### config.mk
export PLATFORM = sky130hd
export DESIGN_NAME = crypt_sequencer
export DESIGN_NICKNAME = d
export VERILOG_FILES = /design/src/rtl/crypt_pkg.sv /design/src/rtl/crypt_sequencer_lfsr7.sv /design/src/rtl/crypt_sequencer.sv
export SDC_FILE = /design/constraint.sdc
export NUM_CORES = 1
export LEC_CHECK = 0
export BUFFER_PORTS_ARGS = -buffer_cell sky130_fd_sc_hd__buf_2
export CAP_MARGIN = 20
export CORE_ASPECT_RATIO = 2
export CORE_MARGIN = 2
export CORE_UTILIZATION = 35
export DETAILED_ROUTE_END_ITERATION = 10
export PLACE_DENSITY_LB_ADDON = 0.3
export SETUP_SLACK_MARGIN = 0.2
export SYNTH_ARGS = -nofsm -noshare
export SYNTH_HDL_FRONTEND = slang
export SYNTH_SLANG_ARGS = --single-unit
### constraint.sdc
create_clock -name clk -period 8.5 [get_ports clk]
set_input_delay 0.85 -clock clk [delete_from_list [all_inputs] [get_ports clk]]
set_output_delay 0.85 -clock clk [all_outputs]
set_load 0.005 [all_outputs]
### src/rtl/crypt_pkg.sv
`default_nettype none
// ============================================================================
// Module   : crypt_pkg
// Purpose  : Shared types and constants for the hardware encryption sequencer:
//            one-hot state encoding, data-memory map, the ASCII space used
//            as both pad character and plaintext offset, and a parity helper.
// Ports    : (package, none)
// Revision : 1.0  initial release
// ============================================================================
package crypt_pkg;

    // One-hot state encoding; ack/busy decode straight from single flops.
    typedef enum logic [7:0] {
        IDLE    = 8'b0000_0001,
        LD_PRE  = 8'b0000_0010,
        LD_PTRN = 8'b0000_0100,
        LD_SEED = 8'b0000_1000,
        LD_INIT = 8'b0001_0000,
        RD      = 8'b0010_0000,
        WR      = 8'b0100_0000,
        DONE    = 8'b1000_0000
    } state_t;

    // Bit positions of the one-hot states.
    localparam int c_idle_bit    = 0;
    localparam int c_ld_init_bit = 4;
    localparam int c_wr_bit      = 6;
    localparam int c_done_bit    = 7;

    // Data-memory map.
    localparam int c_msg_base = 0;
    localparam int c_msg_max  = 52;
    localparam int c_out_base = 64;
    localparam int c_out_len  = 64;
    localparam int c_cfg_pre  = 61;
    localparam int c_cfg_ptrn = 62;
    localparam int c_cfg_seed = 63;
    localparam int c_pre_min  = 10;

    localparam logic [7:0] c_space = 8'h20;

    // Even-parity bit over the 7 cipher bits (becomes bit 7 of the output).
    function automatic logic parity7(input logic [6:0] v);
        return ^v;
    endfunction

endpackage
`default_nettype wire

### src/rtl/crypt_sequencer_lfsr7.sv
`default_nettype none
// ============================================================================
// Module   : lfsr7
// Purpose  : 7-bit Fibonacci-style LFSR with programmable tap pattern.
//            A zero seed is replaced by 7'h01 so the register cannot start
//            in the all-zero lock-up state.
// Ports    : clk   - clock
//            init  - asynchronous active-high reset (register -> 0)
//            load  - load seed (takes priority over step)
//            seed  - initial state
//            step  - advance one position
//            ptrn  - tap pattern (feedback = XOR of tapped bits)
//            state - current register value
// Revision : 1.0  initial release
// ============================================================================
module lfsr7 (
    input  logic       clk,
    input  logic       init,
    input  logic       load,
    input  logic [6:0] seed,
    input  logic       step,
    input  logic [6:0] ptrn,
    output logic [6:0] state
);

    logic [6:0] r_lfsr;

    always_ff @(posedge clk or posedge init) begin
        if (init) begin
            r_lfsr <= 7'h00;
        end else if (load) begin
            r_lfsr <= (seed == 7'h00) ? 7'h01 : seed;
        end else if (step) begin
            // A zero tap pattern shifts in zeros; intentionally not guarded.
            r_lfsr <= {r_lfsr[5:0], ^(r_lfsr & ptrn)};
        end
    end

    assign state = r_lfsr;

endmodule
`default_nettype wire

### src/rtl/crypt_sequencer.sv
`default_nettype none
// ============================================================================
// Module   : crypt_sequencer
// Purpose  : Hardware message encryptor. Loads pre_length / tap pattern /
//            seed from data memory, then emits OUT_LEN parity-tagged bytes:
//            preamble spaces, the message, then trailing spaces, each
//            offset by 0x20 and XORed with a stepping 7-bit LFSR.
// Ports    : clk          - clock, rising edge
//            init         - asynchronous active-high reset
//            req          - low launches a run, high holds/returns to idle
//            ack          - run complete, held until req goes high
//            busy         - run in progress
//            mem_addr     - data-memory address
//            mem_rd_en    - read strobe (data returns next cycle)
//            mem_rd_data  - read data
//            mem_wr_en    - write strobe
//            mem_wr_data  - encrypted byte
// Revision : 1.0  initial release
// ============================================================================
module crypt_sequencer
    import crypt_pkg::*;
#(
    parameter int AW       = 8,
    parameter int MSG_BASE = c_msg_base,
    parameter int MSG_MAX  = c_msg_max,
    parameter int OUT_BASE = c_out_base,
    parameter int OUT_LEN  = c_out_len,
    parameter int CFG_PRE  = c_cfg_pre,
    parameter int CFG_PTRN = c_cfg_ptrn,
    parameter int CFG_SEED = c_cfg_seed,
    parameter int PRE_MIN  = c_pre_min
) (
    input  logic          clk,
    input  logic          init,
    input  logic          req,
    output logic          ack,
    output logic          busy,
    output logic [AW-1:0] mem_addr,
    output logic          mem_rd_en,
    input  logic [7:0]    mem_rd_data,
    output logic          mem_wr_en,
    output logic [7:0]    mem_wr_data
);

    state_t     r_state;
    state_t     w_state_next;
    logic [6:0] r_i;
    logic [6:0] w_i_next;
    logic [3:0] r_pre;
    logic [3:0] w_pre_cap;
    logic [6:0] r_ptrn;
    logic       r_msg;
    logic [6:0] w_k_next;
    logic       w_msg_next;
    logic [6:0] w_lfsr;
    logic [7:0] w_ch;
    logic [7:0] w_p;
    logic [6:0] w_c;
    logic       w_unused_p7;

    // ---------------------------------------------------------------- FSM
    always_ff @(posedge clk or posedge init) begin
        if (init) begin
            r_state <= IDLE;
        end else begin
            r_state <= w_state_next;
        end
    end

    always_comb begin
        w_state_next = r_state;
        unique case (r_state)
            IDLE:    if (!req) w_state_next = LD_PRE;
            LD_PRE:  w_state_next = LD_PTRN;
            LD_PTRN: w_state_next = LD_SEED;
            LD_SEED: w_state_next = LD_INIT;
            LD_INIT: w_state_next = RD;
            RD:      w_state_next = WR;
            WR:      w_state_next = (r_i == 7'(OUT_LEN - 1)) ? DONE : RD;
            DONE:    if (req) w_state_next = IDLE;
            default: w_state_next = IDLE;
        endcase
    end

    // ----------------------------------------------------------- datapath
    // Byte index for the upcoming RD cycle, used to decide the read early so
    // the read strobe can be registered on entry to RD.
    always_comb begin
        w_i_next = r_i;
        if (r_state == LD_INIT) begin
            w_i_next = 7'd0;
        end else if (r_state == WR) begin
            w_i_next = r_i + 7'd1;
        end
    end

    assign w_k_next   = w_i_next - {3'b000, r_pre};
    assign w_msg_next = (w_i_next >= {3'b000, r_pre}) && (w_k_next < 7'(MSG_MAX));
    assign w_pre_cap  = (mem_rd_data[3:0] < 4'(PRE_MIN)) ? 4'(PRE_MIN) : mem_rd_data[3:0];

    always_ff @(posedge clk or posedge init) begin
        if (init) begin
            r_i       <= 7'd0;
            r_pre     <= 4'd0;
            r_ptrn    <= 7'd0;
            r_msg     <= 1'b0;
            mem_rd_en <= 1'b0;
            mem_wr_en <= 1'b0;
            mem_addr  <= '0;
        end else begin
            r_i <= w_i_next;
            if (r_state == LD_PTRN) r_pre  <= w_pre_cap;
            if (r_state == LD_SEED) r_ptrn <= mem_rd_data[6:0];
            if (w_state_next == RD) r_msg  <= w_msg_next;

            // Memory strobes are registered on entry to the state that owns
            // the access, so each is a clean flop output for the whole cycle.
            mem_rd_en <= 1'b0;
            mem_wr_en <= 1'b0;
            mem_addr  <= '0;
            unique case (w_state_next)
                LD_PRE: begin
                    mem_rd_en <= 1'b1;
                    mem_addr  <= AW'(CFG_PRE);
                end
                LD_PTRN: begin
                    mem_rd_en <= 1'b1;
                    mem_addr  <= AW'(CFG_PTRN);
                end
                LD_SEED: begin
                    mem_rd_en <= 1'b1;
                    mem_addr  <= AW'(CFG_SEED);
                end
                RD: begin
                    mem_rd_en <= w_msg_next;
                    mem_addr  <= w_msg_next ? AW'(MSG_BASE) + AW'(w_k_next) : '0;
                end
                WR: begin
                    mem_wr_en <= 1'b1;
                    mem_addr  <= AW'(OUT_BASE) + AW'(r_i);
                end
                default: ;
            endcase
        end
    end

    lfsr7 u_lfsr (
        .clk   (clk),
        .init  (init),
        .load  (r_state[c_ld_init_bit]),
        .seed  (mem_rd_data[6:0]),
        .step  (r_state[c_wr_bit]),
        .ptrn  (r_ptrn),
        .state (w_lfsr)
    );

    // The message byte read in RD only arrives during WR (synchronous DM),
    // so the cipher byte is formed from flop outputs and the returned data
    // within the WR cycle, and forced to zero outside it.
    assign w_ch        = r_msg ? mem_rd_data : c_space;
    assign w_p         = w_ch - c_space;
    assign w_c         = w_p[6:0] ^ w_lfsr;
    assign w_unused_p7 = w_p[7];
    assign mem_wr_data = r_state[c_wr_bit] ? {parity7(w_c), w_c} : 8'h00;

    assign ack  = r_state[c_done_bit];
    assign busy = ~(r_state[c_idle_bit] | r_state[c_done_bit]);

endmodule
`default_nettype wire

======== Word level (Yosys, flattened, before mapping) ========
Cells that the tools add are included.
word-level totals
  bits of input ports ..................... 11
  bits in registers ....................... 44
  output and inout port bits .............. 20
  logic and storage cells ................. 56
cells by class
  reduce and logical (&&, ||, !) cells .... 6
  $lt $le $gt $ge ......................... 3
  add/sub/neg operators ................... 4
  mux-type cells .......................... 16
  equal/unequal tests ..................... 14
  bitwise operators ....................... 4
operators with widths
  cell                                                 number
  case mux 8 bit (8 select lines)                      1
  two-way mux 7 bit                                    7
  case mux 8 bit (5 select lines)                      1
  two-way mux 8 bit                                    4
  equality test 8 x 2 -> 1 bit, second input constant  2
  equality test 8 x 3 -> 1 bit, second input constant  2
  equality test 8 x 4 -> 1 bit, second input constant  2
  equality test 8 x 6 -> 1 bit, second input constant  2
  equality test 8 x 7 -> 1 bit, second input constant  2
  XOR reduction 7 bit                                  2
  adder 7 x 7 -> 8 bit, first input constant           1
  equality test 8 x 1 -> 1 bit, second input constant  1
  equality test 8 x 5 -> 1 bit, second input constant  1
  equality test 8 bit, second input constant           1
  adder 7 x 1 -> 7 bit, second input constant          1
  bitwise AND 7 bit                                    1
  equality test 7 x 6 -> 1 bit, second input constant  1
  >= comparator 7 x 4 -> 1 bit                         1
  zero test 7 bit                                      1
  < comparator 7 x 6 -> 1 bit, second input constant   1
  subtractor 7 x 4 -> 7 bit                            1
  subtractor 7 x 6 -> 7 bit, second input constant     1
  XOR 7 bit                                            1
  < comparator 4 bit, second input constant            1
  other kinds (8)                                      8

======== Depth between registers and ports, before layout ========
Gate-level depths: netlist of the first run.
  depth after elaboration ................. 8
  mapped depth ............................ 15
  gate-level depth less buffers ........... 14

======== By module ========
From an unflattened synthesis of the first run, not the netlist that was laid out.
second synthesis, totals
  cell total of the unflattened synthesis .. 273
  area, all modules ....................... 2641.3 sq um
by module, submodules not included
  module           sequential area each (sq um)  instances  cells an instance  area each (sq um)
  crypt_sequencer  927.1                         1          227                2215.9
  lfsr7            175.2                         1          46                 425.4

======== Worst setup path before layout of the first run ========
OpenSTA, ideal clock, no wires.
  path type ............................... flip-flop to flip-flop
  start point ............................. register r_state[7]
  end point ............................... register r_msg
  arrival ................................. 3853 ps
  cell stages (with the launch flop) ...... 15
  setup time .............................. 148 ps
  clock period less this slack ............ 4000 ps
  data required time ...................... 8352 ps
  setup slack ............................. 4500 ps
  buffers on the path ..................... 2
  path through ............................ dfrtp_1 -> buf_6 -> or4_4 -> buf_6 -> nor3_1 -> and3_1 -> a21oi_1 -> o21ai_0 -> ha_1 -> nor2b_1 -> o21a_1 -> o31a_1 -> or3_4 -> a32oi_4 -> o22ai_1
between the ends
  word-level cells in the longest chain between the ends .. 6
  elaborated cells on any way between the ends .. 18
  classes of those cells .................. add/sub: 1; order compare: 2; eq/ne: 9; mux: 5; reduce/logical: 1
RTL lines
  what                          line                    RTL
  start: declaration            crypt_sequencer.sv:45   state_t r_state;
  start signal: assignment      crypt_sequencer.sv:66   r_state <= w_state_next;
  equality test 8 x 7 -> 1 bit  crypt_sequencer.sv:92   end else if (r_state == WR) begin
  two-way mux 7 bit             crypt_sequencer.sv:92
  two-way mux 7 bit (*)         crypt_sequencer.sv:90   if (r_state == LD_INIT) begin
  named net w_i_next[1]         crypt_sequencer.sv:48   logic [6:0] w_i_next;
  subtractor 7 x 4 -> 7 bit     crypt_sequencer.sv:97   assign w_k_next = w_i_next - {3'b000, r_pre};
  < comparator 7 x 6 -> 1 bit   crypt_sequencer.sv:98   assign w_msg_next = (w_i_next >= {3'b000, r_pre}) && (w_k_next < 7'(MSG_MAX));
  logical AND 1 bit (*)         crypt_sequencer.sv:98
  end signal: assignment        crypt_sequencer.sv:114  if (w_state_next == RD) r_msg <= w_msg_next;
  end: declaration              crypt_sequencer.sv:52   logic r_msg;
The timed path passes the listed nets; every way through them passes the cells marked *.
A chain may end at the register's enable or synchronous reset.

======== Worst setup path after layout of the first run ========
Same ends and word-level chain as after synthesis.

==> metrics.yaml, run 1 <==
worst_hold_path:
  worstHoldStart: "r_pre[3]"
  hold_end: "r_pre[3]"
  holdCritPathClass: "register to register"
  whs_path_depth: 2
die:
  core_um2: 7600
  die-area_um2: 8600
  start_util_pct: 36.1
  chipWidth_um: 66.6
  fp.dieH_um: 129
  ios: 31
  core.rowCount: 45
timing:
  slew-limit-headroom_pct: 30.9
  tightest_slew_ps: 1030
  hold_violations: 0
  fmax_mhz: 205
  rsz0062_at_grt: "false"
  setup_viol: 0
  finalCriticalPeriod_ps: 4870
  skew_ps: 6.85
  period_share_pct: 57.3
  finalSetupTns_ps: 0
  final-max-slew-violation-count: 0
clocking:
  post_cts_buffers: 0
  clk_pin_slew_worst_paths_ps: 70
  hold_buffers: 0
  clockBufferDepth: 2
  clk_latency_ps: 290
  cts_tree: "built"
  cts_buffers: 5
  ctsResizeCount: 0
  cts_num_sinks: 44
  cts_htree_levels: 2
  cts_root_buffer: "clkbuf_16"
pwr:
  p_int_w: 0.000620
  p_per_area_nw_per_um2: 315
  power.total_w: 0.000983
  seqPwrFrac_pct: 33.4
  combPwrFrac_pct: 44.2
  irDropWorstVdd_v: 0.000241
  p_switching_w: 0.000363
  switching_share_pct: 36.9
  leakage_nw: 1.37
  clkPwrFrac_pct: 22.4
setup_path:
  start_kind: "register"
  worst_path_most_repeated_cell: "o21a_1"
  crit_required_ps: 8630
  critPathMaxStageDelay_ps: 770
  ff2ff_setup_slack_ps: 3630
  cp_max_fo: 9
  regToRegEndpoint: "r_msg"
  slowest_stage: "nor3_1"
  ff2ff_path_depth: 12
  path_cells: "or4_4 > nor3_1 > and3_1 > a21oi_1 > o21ai_0 > ha_1 > nor2b_1 > o21a_1 > o21a_1 > o21a_1 > nor3_1 > o22ai_1"
  crit_arrival_ps: 5000
  path_class: "register to register"
  worstReg2RegStart: "r_state[7]"
  cp-end-kind: "register"
yosys:
  synthSimpleGateAreaFrac_pct: 18.3
  yosys-top-cells-area: "dfrtp_1 39%, xnor2_1 6.1%, nand2_1 4.4%"
  synth_top_area_share_pct: 39.2
  yosys.area_share.adder_pct: 3.47
  synth_area_per_cell_um2: 9.36
  synthCells: 293
  yosysSeqAreaShare_pct: 40.2
  synth_seq_cells: 44
  yosys-top-cells-count: "43 x dfrtp_1, 32 x nand2_1, 21 x o21ai_0"
  synth_top_area_cell: "dfrtp_1"
  synthMuxAreaShare_pct: 5.84
  synth_compound_area_share_pct: 19.1
  synth_top_family_by_area: "compound AO/OA/AOI/OAI gates"
  synthXorXnorAreaFrac_pct: 8.62
  synthFlopType: "dfrtp_1"
  synth_cell_types: 58
  syn_area_um2: 2740
  synth_fp_nets: 311
  synth_most_common_cell: "dfrtp_1"
  synthArstFlopShare_pct: 100
  ys_warn_count: 0
  synth_edf_count: 0
final_layout:
  multi_input_area_um2: 1520
  nNetsFinal: 335
  seq_area_um2: 1100
  final_layout_size_suffix_gt1_share_pct: 19.5
  area_growth_syn_to_layout_pct: 13.7
  antenna_cells: 0
  final_core_util_pct: 41.0
  finish.instance_area_um2: 3120
  fillers: 768
global_routing:
  grt_overflow: 0
  grt_max_degree: 45
  grt_first_pass_wirelength_mm: 10.9
  grt_usage_pct: 17.2
  grt_pass1_vias: 2222
  antenna_found_initial: 0
job:
  cap_violations: 0
place:
  portBuffers: 29
  gp_congestion: 0.836
  hpwl_mm: 4.89
  placed_cell_area_um2: 2950
detailed_routing:
  vias: 2247
  drt_drc_violations_left: 0
  drt_iter0_drc: 55
  vias_per_cell: 5.45
  wl_per_cell_um: 16.1
  drt-total-wl_mm: 6.63
  dr.pass1.iters: 4
  postRouteAntennaNets: 0
run_status:
  status: "complete, no violations"
[registers in the layout, summed over array words and instances, names as in the netlist]
name and cells:
mem_addr 8, r_msg 1, mem_rd_en 1, r_ptrn 7
mem_wr_en 1, u_lfsr.state 7, r_i 7, r_state 8
r_pre 4
[power groups by stage]
stage / clock (W) / combinational (W) / sequential, W
5_1_grt: 0.000232 / 0.000482 / 0.000339
3_5_place_dp: 0 / 0.000439 / 0.000333
3_3_place_gp: 0 / 0.000436 / 0.000332
6_report: 0.000220 / 0.000434 / 0.000329
4_1_cts: 0.000224 / 0.000441 / 0.000330
2_1_floorplan: 0 / 0.000355 / 0.000317
[cell usage in the layout, fill, tap and decap left out, drive strengths merged, types with 4 or more instances in the layout]
cell	n
dfrtp	43
nand2	32
buf	32
o21ai	24
nor2	20
xnor2	19
a21oi	15
inv	11
nor3	9
xor2	8
mux2	8
mux2i	7
ha	6
clkbuf	6
o31ai	5
or3	5
nor4	5
nand4	4
nand3	4
a21o	4
[critical path, delay by kind of cell, from the launching register on]
family	cells	cell delay, ps
compound gates	6	1450
simple gates	5	2420
fa+ha+maj	1	360
flops	1	480
[kinds of logic after synthesis]
family	Yosys count
buffers and inverters	28
DFF	44
adders and majority gates	7
AOI/OAI and AO/OA	74
xor gates and xnor gates	27
muxes	15
and+or+nand+nor	98
[how the worst max path moves through the flow]
stage	startpoint	cells past startpoint	endpoint	slack, ps
global route	r_state[7]	12	r_msg	3350
detailed placement	r_state[7]	12	r_msg	3680
global placement	r_state[7]	12	r_msg	3670
CTS	r_state[7]	12	r_msg	3630
floorplan	r_state[7]	14	r_msg	4500
finish	r_state[7]	12	r_msg	3630
[through the flow]
step / worst slack, ps / std cells / hold WS, ps
detailed placement: 3680 / 404 / 438
floorplan: 4500 / 293 / 418
CTS: 3630 / 412 / 452
global route: 3350 / 412 / 488
finish: 3630 / 412 / 446
global placement: 3670 / 404 / 432
[per-layer routing]
| layer | vias to the layer above | part of all wire, % | GRT usage [%] |
|---|---|---|---|
| li1 | 1096 | - | - |
| met1 | 1082 | 36 | 16.4 |
| met2 | 53 | 56 | 31.6 |
| met3 | 16 | 3.4 | 3.21 |
| met4 | 0 | 5.0 | 11.9 |
| met5 | - | 0 | 0 |
[layout make-up]
type / count / share of cell area [%]
multi-input cells: 221 / 48.7
clock inverters: 2 / 1.12
flip-flops and latches: 44 / 35.4
clock buffers: 6 / 4.13
inverters: 13 / 1.57
repair buffers: 32 / 5.38
well taps: 94 / 3.77
Power figures use the tool's default switching activity.
==> run 2: changes to the inputs <==
- clock period: 8.5 -> 4.75 ns (I/O delays scaled with it)
==> metrics.yaml, run 2 (synthesis gave the netlist of run 1 again) <==
pwr:
  combPwrFrac_pct: 46.9
  seqPwrFrac_pct: 34.2
  p_int_w: 0.00108
  leakage_nw: 1.38
  p_switching_w: 0.000652
  switching_share_pct: 37.7
  irDropWorstVdd_v: 0.000368
  p_per_area_nw_per_um2: 553
  clkPwrFrac_pct: 18.8
clocking:
  ctsResizeCount: 0
  post_cts_buffers: 0
  cts_htree_levels: 2
  hold_buffers: 0
  clk_latency_ps: 290
  cts_buffers: 5
  clk_pin_slew_worst_paths_ps: 60
  clockBufferDepth: 2
  cts_root_buffer: "clkbuf_16"
  cts_tree: "built"
  cts_num_sinks: 44
die:
  die-area_um2: 8600
  core_um2: 7600
  fp.dieH_um: 129
  ios: 31
  start_util_pct: 36.1
  core.rowCount: 45
  chipWidth_um: 66.6
global_routing:
  grt_first_pass_wirelength_mm: 11.6
  grt_pass1_vias: 2332
  antenna_found_initial: 0
  grt_usage_pct: 17.9
  grt_max_degree: 45
  grt_overflow: 0
timing:
  final-max-slew-violation-count: 0
  finalSetupTns_ps: 0
  holdWs_ps: 313
  skew_ps: 5.34
  slew-limit-headroom_pct: 29.1
  rsz0062_at_grt: "false"
  tightest_slew_ps: 1050
  setup_viol: 0
  finalCriticalPeriod_ps: 3960
  hold_violations: 0
  period_share_pct: 83.3
  fmax_mhz: 253
worst_hold_path:
  holdCritPathClass: "primary input to async pin"
detailed_routing:
  dr_wl_met3_um: 203
  dr.pass1.iters: 4
  vias_per_cell: 5.47
  vias: 2274
  routed.top_layer: "met4"
  postRouteAntennaNets: 0
  m1WireLength_mm: 2.33
  drt-total-wl_mm: 6.91
  drt_iter0_drc: 89
  wl_per_cell_um: 16.6
  drt_drc_violations_left: 0
  dr_wl_met2_mm: 4.03
job:
  cap_violations: 0
final_layout:
  finish.instance_area_um2: 3130
  layout_commonest_cell: "dfrtp_1"
  nNetsFinal: 340
  area_growth_syn_to_layout_pct: 14.0
  antenna_cells: 0
  fillers: 773
  final_layout_size_suffix_gt1_share_pct: 20.5
  reg_top3: "mem_addr (8), r_state (8)"
  final_cell_mix: "43 x dfrtp_1, 32 x nand2_1, 29 x buf_2"
setup_path:
  path_cells: "or4_4 > nor3_1 > buf_4 > and3_1 > a21oi_1 > o21ai_0 > ha_1 > nor2b_1 > o21a_1 > o31a_1 > or3_4 > a32oi_4 > o21ai_1"
  cp-end-kind: "register"
  crit_arrival_ps: 4110
  crit_family: "simple AND/OR/NAND/NOR gates"
  start_kind: "register"
  regToRegEndpoint: "mem_addr[5]"
  ff2ff_path_depth: 13
  timing.critical_path.buf_inv: 1
  critPathMaxStageDelay_ps: 660
  worstReg2RegStart: "r_state[7]"
  cp_max_fo: 9
  crit_required_ps: 4910
  ff2ff_setup_slack_ps: 790
  path_class: "register to register"
  slowest_stage: "or4_4"
run_status:
  status: "complete, no violations"
place:
  gp_congestion: 0.822
  hpwl_mm: 5.26
  placed_cell_area_um2: 2990
  portBuffers: 29
[run 2: power by group through the flow]
stage	logic [W]	clock network [W]	registers, W
2_1_floorplan	0.000635	0	0.000568
3_3_place_gp	0.000805	0	0.000597
3_5_place_dp	0.000816	0	0.000601
4_1_cts	0.000821	0.000337	0.000594
5_1_grt	0.000902	0.000354	0.000612
6_report	0.000811	0.000326	0.000592
[run 2: worst max-delay path by stage]
| stage | start | to | slack [ps] | cells past startpoint |
|---|---|---|---|---|
| 2_1_floorplan | r_state[7] | r_msg | 750 | 14 |
| 3_3_place_gp | r_state[7] | mem_addr[5] | 810 | 13 |
| 3_5_place_dp | r_state[7] | mem_addr[5] | 790 | 13 |
| 4_1_cts | r_state[7] | mem_addr[5] | 750 | 13 |
| 5_1_grt | r_state[7] | mem_addr[5] | 550 | 13 |
| 6_report | r_state[7] | mem_addr[5] | 790 | 13 |
[run 2: stage by stage]
step	util [%]	total power [W]	std cells	worst slack (ps)
2_1_floorplan	-	0.00120	293	750
3_5_place_dp	39.4	0.00142	409	790
6_report	41.1	0.00173	416	795
4_1_cts	41.1	0.00175	416	752
5_1_grt	41.1	0.00187	416	547
3_3_place_gp	39.4	0.00140	409	809
[run 2: area by class of cell]
| type | instances | area (um^2) | area share (%) |
|---|---|---|---|
| Clock buffer | 6 | 129 | 4.12 |
| Clock inverter | 1 | 5.00 | 0.160 |
| Inverter | 13 | 48.8 | 1.56 |
| Multi-Input combinational cell | 221 | 1520 | 48.6 |
| Sequential cell | 44 | 1100 | 35.3 |
| Tap cell | 94 | 118 | 3.76 |
| Timing Repair Buffer | 37 | 205 | 6.57 |
[run 2: routing by layer]
metal / vias to the layer above / global-route usage, %
met3: 20 / 2.52
met1: 1099 / 17.8
met2: 54 / 33.4
li1: 1101 / -
met5: - / 0
met4: 0 / 11.2
[run 2: worst register-to-register path, cell delays in order (launching register included)]
cell,delay (ps)
dfrtp_1,480
or4_4,660
nor3_1,170
buf_4,180
and3_1,160
a21oi_1,40
o21ai_0,330
ha_1,310
nor2b_1,130
o21a_1,210
o31a_1,290
or3_4,340
a32oi_4,400
o21ai_1,130
